$ cat config.mk
export PLATFORM = sky130hd
export DESIGN_NAME = hw_accel_pixel_packer_flat
export DESIGN_NICKNAME = d
export VERILOG_FILES = /design/src/rtl/hw_accel_pixel_packer_pkg.sv /design/src/rtl/hw_accel_pixel_packer_if.sv /design/src/rtl/hw_accel_sync_fifo.sv /design/src/rtl/hw_accel_pixel_packer.sv /design/src/flat_wrapper.sv
export SDC_FILE = /design/constraint.sdc
export NUM_CORES = 1
export LEC_CHECK = 0
export ABC_AREA = 1
export BUFFER_PORTS_ARGS = -buffer_cell sky130_fd_sc_hd__buf_4
export CORE_AREA = 2 2 255 257
export DETAILED_ROUTE_END_ITERATION = 7
export DIE_AREA = 0 0 257 259
export PLACE_DENSITY = 0.63
export SLEW_MARGIN = 20
export SYNTH_ARGS = -nofsm -noshare
export SYNTH_HDL_FRONTEND = slang
export SYNTH_SLANG_ARGS = --single-unit
$ cat constraint.sdc
create_clock -name clk -period 3.65 [get_ports clk]
set_input_delay 0.5475 -clock clk [delete_from_list [all_inputs] [get_ports clk]]
set_output_delay 0.5475 -clock clk [all_outputs]
set_load 0.1 [all_outputs]
$ cat src/rtl/hw_accel_pixel_packer_pkg.sv
// Shared constants and helpers for the pixel packer.
// Default geometry plus derivation functions for other parameter sets.
package hw_accel_pixel_packer_pkg;

  localparam int DEF_PIXEL_DATA_WIDTH = 8;
  localparam int DEF_PPC              = 1;
  localparam int DEF_OUT_DATA_WIDTH   = 32;
  localparam int DEF_FRAME_WIDTH      = 3;
  localparam int DEF_FRAME_HEIGHT     = 3;

  localparam int PIX_PER_WORD =
    DEF_OUT_DATA_WIDTH / DEF_PIXEL_DATA_WIDTH;
  localparam int BEATS_PER_WORD = PIX_PER_WORD / DEF_PPC;
  localparam int FRAME_BEATS =
    DEF_FRAME_WIDTH * DEF_FRAME_HEIGHT / DEF_PPC;
  localparam int KEEP_WIDTH = DEF_OUT_DATA_WIDTH / 8;

  localparam int KEEP_MAX = 64;

  function automatic int beats_per_word(
    input int out_w,
    input int pix_w,
    input int ppc
  );
    return (out_w / pix_w) / ppc;
  endfunction

  function automatic int frame_beats(
    input int fw,
    input int fh,
    input int ppc
  );
    return (fw * fh) / ppc;
  endfunction

  function automatic logic [KEEP_MAX-1:0] keep_mask(
    input int filled_pixels,
    input int pix_w
  );
    logic [KEEP_MAX-1:0] m;
    int nbytes;
    nbytes = (filled_pixels * pix_w) / 8;
    m = '0;
    for (int i = 0; i < KEEP_MAX; i++) begin
      if (i < nbytes) m[i] = 1'b1;
    end
    return m;
  endfunction

endpackage

$ cat src/rtl/hw_accel_pixel_packer_if.sv
// Ready/valid word stream from the packer toward the DMA writer.
// Master drives data/keep/last/valid, slave drives ready.
interface hw_accel_pixel_packer_if #(
  parameter int DATA_WIDTH = 32
);

  localparam int KW = DATA_WIDTH / 8;

  logic [DATA_WIDTH-1:0] out_tdata;
  logic [KW-1:0]         out_tkeep;
  logic                  out_tlast;
  logic                  out_tvalid;
  logic                  out_tready;

  modport master (
    output out_tdata,
    output out_tkeep,
    output out_tlast,
    output out_tvalid,
    input  out_tready
  );

  modport slave (
    input  out_tdata,
    input  out_tkeep,
    input  out_tlast,
    input  out_tvalid,
    output out_tready
  );

endinterface

$ cat src/rtl/hw_accel_sync_fifo.sv
// First-word fall-through synchronous FIFO.
// A write while full is accepted only when a read happens in the same cycle.
module hw_accel_sync_fifo #(
  parameter int WIDTH = 37,
  parameter int DEPTH = 16
) (
  input  logic             clk,
  input  logic             rst,
  input  logic             wr_en,
  input  logic [WIDTH-1:0] wr_data,
  output logic             full,
  input  logic             rd_en,
  output logic [WIDTH-1:0] rd_data,
  output logic             empty
);

  localparam int AW = $clog2(DEPTH);

  logic [WIDTH-1:0] mem [DEPTH];
  logic [AW-1:0]    wptr;
  logic [AW-1:0]    rptr;
  logic [AW:0]      count;
  logic             wr_ok;
  logic             rd_ok;

  assign full  = count == (AW+1)'(DEPTH);
  assign empty = count == '0;
  assign wr_ok = wr_en & (~full | rd_en);
  assign rd_ok = rd_en & ~empty;
  assign rd_data = mem[rptr];

  always_ff @(posedge clk) begin
    if (rst) begin
      wptr  <= '0;
      rptr  <= '0;
      count <= '0;
    end else begin
      if (wr_ok) wptr <= wptr + 1'b1;
      if (rd_ok) rptr <= rptr + 1'b1;
      if (wr_ok & ~rd_ok) begin
        count <= count + 1'b1;
      end else if (rd_ok & ~wr_ok) begin
        count <= count - 1'b1;
      end
    end
  end

  always_ff @(posedge clk) begin
    if (wr_ok) mem[wptr] <= wr_data;
  end

endmodule

$ cat src/rtl/hw_accel_pixel_packer.sv
// Packs the downscaled pixel stream into bus words with frame tlast,
// buffering through a small FIFO and flagging words dropped when it is full.
module hw_accel_pixel_packer
  import hw_accel_pixel_packer_pkg::*;
#(
  parameter int PIXEL_DATA_WIDTH = 8,
  parameter int PPC              = 1,
  parameter int OUT_DATA_WIDTH   = 32,
  parameter int FRAME_WIDTH      = 3,
  parameter int FRAME_HEIGHT     = 3,
  parameter int FIFO_DEPTH       = 16
) (
  input  logic                            clk,
  input  logic                            rst,
  input  logic [PPC*PIXEL_DATA_WIDTH-1:0] in_pixel_data,
  input  logic                            in_pixel_data_valid,
  hw_accel_pixel_packer_if.master         axis,
  output logic                            frame_done,
  output logic                            overflow
);

  localparam int BW  = PPC * PIXEL_DATA_WIDTH;
  localparam int BPW =
    beats_per_word(OUT_DATA_WIDTH, PIXEL_DATA_WIDTH, PPC);
  localparam int FB  = frame_beats(FRAME_WIDTH, FRAME_HEIGHT, PPC);
  localparam int KW  = OUT_DATA_WIDTH / 8;
  localparam int EW  = OUT_DATA_WIDTH + KW + 1;

  logic [15:0]               beat_idx;
  logic [15:0]               frame_beat;
  logic [OUT_DATA_WIDTH-1:0] asm_q;
  logic [OUT_DATA_WIDTH-1:0] asm_nxt;
  logic [KW-1:0]             keep_nxt;
  logic                      word_end;
  logic                      frame_end;
  logic                      close;

  logic                      push_vld;
  logic                      push_last;
  logic [OUT_DATA_WIDTH-1:0] push_data;
  logic [KW-1:0]             push_keep;

  logic                      full;
  logic                      empty;
  logic                      pop;
  logic                      wr_en;
  logic [EW-1:0]             rd_data;

  assign frame_end = frame_beat == 16'(FB - 1);
  assign word_end  = beat_idx == 16'(BPW - 1);
  assign close     = in_pixel_data_valid & (word_end | frame_end);

  always_comb begin
    asm_nxt = asm_q;
    for (int s = 0; s < BPW; s++) begin
      if (beat_idx == 16'(s)) asm_nxt[s*BW +: BW] = in_pixel_data;
    end
  end

  // Filled pixels includes the closing beat; a full word yields all ones.
  assign keep_nxt = KW'(keep_mask(
    (int'(beat_idx) + 1) * PPC, PIXEL_DATA_WIDTH));

  always_ff @(posedge clk) begin
    if (rst) begin
      beat_idx   <= '0;
      frame_beat <= '0;
      asm_q      <= '0;
      push_vld   <= 1'b0;
      push_last  <= 1'b0;
      push_data  <= '0;
      push_keep  <= '0;
      frame_done <= 1'b0;
      overflow   <= 1'b0;
    end else begin
      push_vld   <= close;
      frame_done <= in_pixel_data_valid & frame_end;
      if (in_pixel_data_valid) begin
        if (close) begin
          beat_idx  <= '0;
          asm_q     <= '0;
          push_data <= asm_nxt;
          push_keep <= keep_nxt;
          push_last <= frame_end;
        end else begin
          beat_idx <= beat_idx + 16'd1;
          asm_q    <= asm_nxt;
        end
        frame_beat <= frame_end ? '0 : frame_beat + 16'd1;
      end
      if (push_vld & full & ~pop) overflow <= 1'b1;
    end
  end

  assign pop   = ~empty & axis.out_tready;
  assign wr_en = push_vld & (~full | pop);

  hw_accel_sync_fifo #(
    .WIDTH (EW),
    .DEPTH (FIFO_DEPTH)
  ) u_fifo (
    .clk     (clk),
    .rst     (rst),
    .wr_en   (wr_en),
    .wr_data ({push_last, push_keep, push_data}),
    .full    (full),
    .rd_en   (pop),
    .rd_data (rd_data),
    .empty   (empty)
  );

  assign axis.out_tvalid = ~empty;
  assign axis.out_tdata  =
    empty ? '0 : rd_data[OUT_DATA_WIDTH-1:0];
  assign axis.out_tkeep  =
    empty ? '0 : rd_data[OUT_DATA_WIDTH +: KW];
  assign axis.out_tlast  = ~empty & rd_data[EW-1];

endmodule

$ cat src/flat_wrapper.sv
// flat-port wrapper written by rule: the top's interface ports become plain ports
module hw_accel_pixel_packer_flat import hw_accel_pixel_packer_pkg::*;
#(
  parameter int PIXEL_DATA_WIDTH = 8,
  parameter int PPC              = 1,
  parameter int OUT_DATA_WIDTH   = 32,
  parameter int FRAME_WIDTH      = 3,
  parameter int FRAME_HEIGHT     = 3,
  parameter int FIFO_DEPTH       = 16
)
  (clk, rst, in_pixel_data, in_pixel_data_valid, frame_done, overflow, axis_out_tdata, axis_out_tkeep, axis_out_tlast, axis_out_tvalid, axis_out_tready);
  hw_accel_pixel_packer_if #(.DATA_WIDTH(32)) axis_i ();
  input  logic clk;
  input  logic rst;
  input  logic [PPC*PIXEL_DATA_WIDTH-1:0] in_pixel_data;
  input  logic in_pixel_data_valid;
  output logic frame_done;
  output logic overflow;
  output wire logic [$bits(axis_i.out_tdata)-1:0] axis_out_tdata;
  output wire logic [$bits(axis_i.out_tkeep)-1:0] axis_out_tkeep;
  output wire logic [$bits(axis_i.out_tlast)-1:0] axis_out_tlast;
  output wire logic [$bits(axis_i.out_tvalid)-1:0] axis_out_tvalid;
  input wire logic [$bits(axis_i.out_tready)-1:0] axis_out_tready;
  assign axis_out_tdata = axis_i.out_tdata;
  assign axis_out_tkeep = axis_i.out_tkeep;
  assign axis_out_tlast = axis_i.out_tlast;
  assign axis_out_tvalid = axis_i.out_tvalid;
  assign axis_i.out_tready = axis_out_tready;
  hw_accel_pixel_packer #(.PIXEL_DATA_WIDTH(PIXEL_DATA_WIDTH), .PPC(PPC), .OUT_DATA_WIDTH(OUT_DATA_WIDTH), .FRAME_WIDTH(FRAME_WIDTH), .FRAME_HEIGHT(FRAME_HEIGHT), .FIFO_DEPTH(FIFO_DEPTH)) u_core (.clk(clk), .rst(rst), .in_pixel_data(in_pixel_data), .in_pixel_data_valid(in_pixel_data_valid), .axis(axis_i), .frame_done(frame_done), .overflow(overflow));
endmodule
# Yosys cells after proc, flatten, opt, wreduce, memory -nomap -nowiden
# Memories as Yosys holds them, arrays and structs flattened. A register that Yosys moved wholly into a read port is not among the register bits.
# Cells that the tools add are included.
[op_classes]
order_cmp = 4
eq_ne = 5
bitwise_logic = 18
n_reduce_logical = 4
n_mux = 19
addsub = 7
[ops]
columns = ["operator", "n"]
rows = [
  ["32-bit two-way mux", 2],
  ["3-bit by 29-bit < comparator with 1-bit output, first input constant", 2],
  ["16-bit by 1-bit adder with 16-bit output, second input constant", 2],
  ["16-bit by 2-bit equality test with 1-bit output, second input constant", 2],
  ["16-bit two-way mux", 2],
  ["8-bit two-way mux", 4],
  ["1-bit by 29-bit < comparator with 1-bit output, first input constant", 1],
  ["2-bit by 29-bit < comparator with 1-bit output, first input constant", 1],
  ["16-bit by 1-bit adder with 17-bit output, second input constant", 1],
  ["16-bit by 1-bit equality test with 1-bit output, second input constant", 1],
  ["16-bit by 4-bit equality test with 1-bit output, second input constant", 1],
  ["16-bit logical NOT", 1],
  ["4-bit two-way mux", 3],
  ["1-bit AND", 11],
  ["5-bit two-way mux", 2],
  ["4-bit by 1-bit adder with 4-bit output, second input constant", 2],
  ["1-bit two-way mux", 6],
  ["5-bit by 1-bit adder with 5-bit output, second input constant", 1],
  ["5-bit equality test, second input constant", 1],
  ["5-bit logical NOT", 1],
  ["1-bit inverter", 5],
  ["5-bit by 1-bit subtractor with 5-bit output, second input constant", 1],
  ["1-bit bitwise OR", 2],
  ["2-bit AND reduction", 1],
  ["2-bit nonzero test", 1],
]
[totals]
n_memories = 1
wordCells = 70
in_bits = 12
ramBits = 592
ff_bits = 117
[memory_table]
columns = ["memory", "depth", "width", "read_ports", "rd_clocked_by_memory_dff", "write_ports", "line", "text"]
rows = [
  ["u_core.u_fifo.mem", 16, 37, 1, 1, 1, "hw_accel_sync_fifo.sv:19", "logic [WIDTH-1:0] mem [DEPTH];"],
]

# Logic depth before layout (Yosys ltp)
[logic_depth]
word_depth = 10
depth_mapped = 15

# By module
# Synthesis repeated with hierarchy kept, for this count alone.
[unflattened]
cells_unflattened = 3233
area_unflattened_um2 = 30974.7
[modules_own_cells]
columns = ["mod", "area_per_inst_um2", "n_inst", "cells_per_inst", "seq_area_each_um2"]
rows = [
  ["hw_accel_sync_fifo", 25939.9, 1, 2455, 18117.4],
  ["hw_accel_pixel_packer", 5034.8, 1, 778, 2082.0],
]

# Worst setup path before layout
# OpenSTA, ideal clock, no wires.
[synth_path]
kind = "reg2out"
startpoint = "register with a tool-made name"
endpoint = "output port axis_out_tdata[0]"
slack_ps = 278
required_time_ps = 3102
n_path_buf = 4
arrival_time_ps = 2824
stages_incl_launch_ff = 10
cell_sequence = "dfxtp_1 -> buf_2 -> buf_4 -> clkinv_2 -> buf_4 -> clkbuf_1 -> o21ai_0 -> o221ai_1 -> nand3_1 -> a21oi_1"
[synth_rtl]
columns = ["element", "line", "text"]
rows = [
  ["end, declared", "flat_wrapper.sv:19", "output wire logic [$bits(axis_i.out_tdata)-1:0] axis_out_tdata;"],
]

==> flow_summary.yaml <==
job:
  drv_cap: 0
power_and_ir_drop:
  ir_drop_mv: 0.446
  p_leak_nw: 10.7
  total_power_mw: 24.0
  powerDensity_nw_per_um2: 735
timing:
  skew_ns: 0.0287
  setup_viol: 0
  tightest_slew_ns: 1.06
  fmax_mhz: 286
  slew_violations: 0
  hold_viol_final: 0
  period_needed_ns: 3.50
  rsz0062_at_grt: "false"
  relSlewSlack_pct: 29.2
  setup-tns-final_ns: 0
  timing.final.crit_share_pct: 95.9
global_route:
  track_usage_pct: 22.2
  grt_antenna_before_repair: 0
  grt_pass1_vias: 18900
  grt_max_degree: 149
  grt_first_pass_wirelength_um: 113000
  grt_overflow: 0
critical_path:
  critPathSlowestCell: "buf_12"
  critPathCaptureType: "primary output"
  worstPathRequired_ns: 3.10
  max_stage_delay_ns: 0.54
  cp_max_fo: 148
  crit_arrival_ns: 2.95
  start_kind: "register"
  crit_type: "reg2out"
  cp_cell_sequence: "buf_12 > o21ai_0 > o22ai_1 > nor2_1 > nor2_1 > o21ai_0 > a21oi_1 > buf_4"
  r2r_slack_ns: 1.01
clock_tree:
  cts_setup_buffers: 0
  cts_tree: "done"
  ctsHtreeMaxLevel: 3
  ctsResizeCount: 0
  worstSkewPairLatency_ns: 0.63
  root_buffer: "clkbuf_16"
  cts.clk_slew.worst_paths_ns: 0.06
  cts_hold_buf: 0
  clock-sinks: 713
  cts.path.max_buffers: 3
  cts_buffers: 74
route:
  route.detailed.drc: 0
  dr.max_layer_used: "met4"
  antenna_left: 0
  vias: 19600
  via_per_inst: 5.79
  detail_route.wl_per_cell_um: 22.3
  met2WireLength_um: 35800
  drt_pass1_iterations: 5
  wl_um: 75500
  drtIter0Drc: 2369
  wl_met1_um: 32300
  wl_met3_um: 5740
synthesis:
  postSynthCellCount: 2448
  synthTopCellsByArea: "edfxtp_1, dfxtp_1, nor2_1"
  synth_ff_type: "edfxtp_1"
  synth_top_cell_area_share_pct: 62.3
  avgSynthCellArea_um2: 11.7
  ys_seq_area_share_pct: 70.8
  syn_nets: 2476
  synth_edf_count: 592
  async_reset_ff_share_pct: 0
  synth_cell_type_count: 39
  synthesis.area_um2: 28500
  yosysTopAreaCell: "edfxtp_1"
  yosys_warnings: 0
  ys_ff_latch: 713
floorplan:
  ios: 52
  coreArea_um2: 63900
  die_w_um: 257
  die_y_um: 259
  num_rows: 93
  initial_core_util_pct: 44.7
  dieArea_um2: 66600
final_layout:
  nFillCells: 5337
  final_util_pct: 51.0
  final_cell_mix: "edfxtp_1, nor2_1, o21ai_0"
  drive_gt1_share_pct: 9.75
  layout_commonest_cell: "edfxtp_1"
  final_nets: 2491
  antenna_cells: 0
  syn2layout_area_growth_pct: 14.2
placed_design:
  gp_congestion: 0.807
  io_buffers: 51
  hpwlAfterDp_um: 37600
min_path:
  hp-class: "in2reg"
outcome:
  status: "completed"
## synth_stat cells (15+ instances only)
cell type	number
inv_1	91
nand3_1	83
ha_1	15
edfxtp_1	592
o21ai_1	30
dfxtp_1	121
o22ai_1	40
nand2_1	166
clkbuf_1	99
o21ai_0	346
nand4_1	20
o221ai_1	108
buf_2	42
a21oi_1	142
nor2_1	491
## flip-flops by register name, summed over array words and instances (netlist names), 4 cells and up, named ones only
name                 flops
u_core.u_fifo.mem      592
u_core.asm_q            32
u_core.push_data        32
u_core.beat_idx         16
u_core.frame_beat       16
u_core.u_fifo.count      5
u_core.push_keep         4
u_core.u_fifo.rptr       4
u_core.u_fifo.wptr       4
## path summary, 6_finish.rpt
path	startpoint	to	depth (start not counted)
setup reg to reg	u_core.u_fifo.count[1]	u_core.u_fifo.mem[13][35]	9
setup / recovery	register	axis_out_tdata[26]	8
hold / removal	in_pixel_data_valid	u_core.frame_beat[0]	3
hold reg to reg	u_core.frame_beat[15]	u_core.frame_beat[15]	1
## logic make-up after synthesis
group	Yosys count	share of synthesized area [%]
DFF	713	70.8
AOI/OAI and AO/OA	675	13.5
and+or+nand+nor	781	11.0
buffers and inverters	255	3.71
xor gates and xnor gates	8	0.245
adders and majority gates	16	0.728
## per-stage QoR
stage,setup slack [ns],hold slack (ns),area (um2),cells
6_report,0.148,0.294,32600,3379
5_1_grt,0.0144,0.316,32600,3379
4_1_cts,0.126,0.269,32600,3378
3_5_place_dp,0.776,0.439,30100,3241
3_3_place_gp,0.799,0.438,30100,3241
2_1_floorplan,0.278,0.422,28500,2448
## power by group
part,switching (mW),total (mW),internal (mW)
Clock,3.14,7.62,4.48
Sequential,0.125,8.93,8.80
Combinational,5.73,7.41,1.68
## worst max-delay path, delay by kind of cell, from the launching register on
kind	cells	cell delay [ns]
simple gates	2	0.18
flops	1	0.36
compound gates	4	0.85
buf+inv	2	0.90
## final cells by class
cell class	instances	area [um2]	area share [%]
Sequential cell	713	20200	62.0
Clock buffer	104	2110	6.47
Multi-Input combinational cell	1480	7420	22.8
Tap cell	855	1070	3.28
Inverter	97	375	1.15
Timing Repair Buffer	97	1050	3.23
Clock inverter	33	349	1.07
## layer usage
metal	track usage (%)	vias up
li1	-	8914
met1	30.5	9750
met2	36.6	789
met3	3.36	118
met4	7.07	0
met5	0	-
Note: power is estimated with default switching activity, not from simulation.
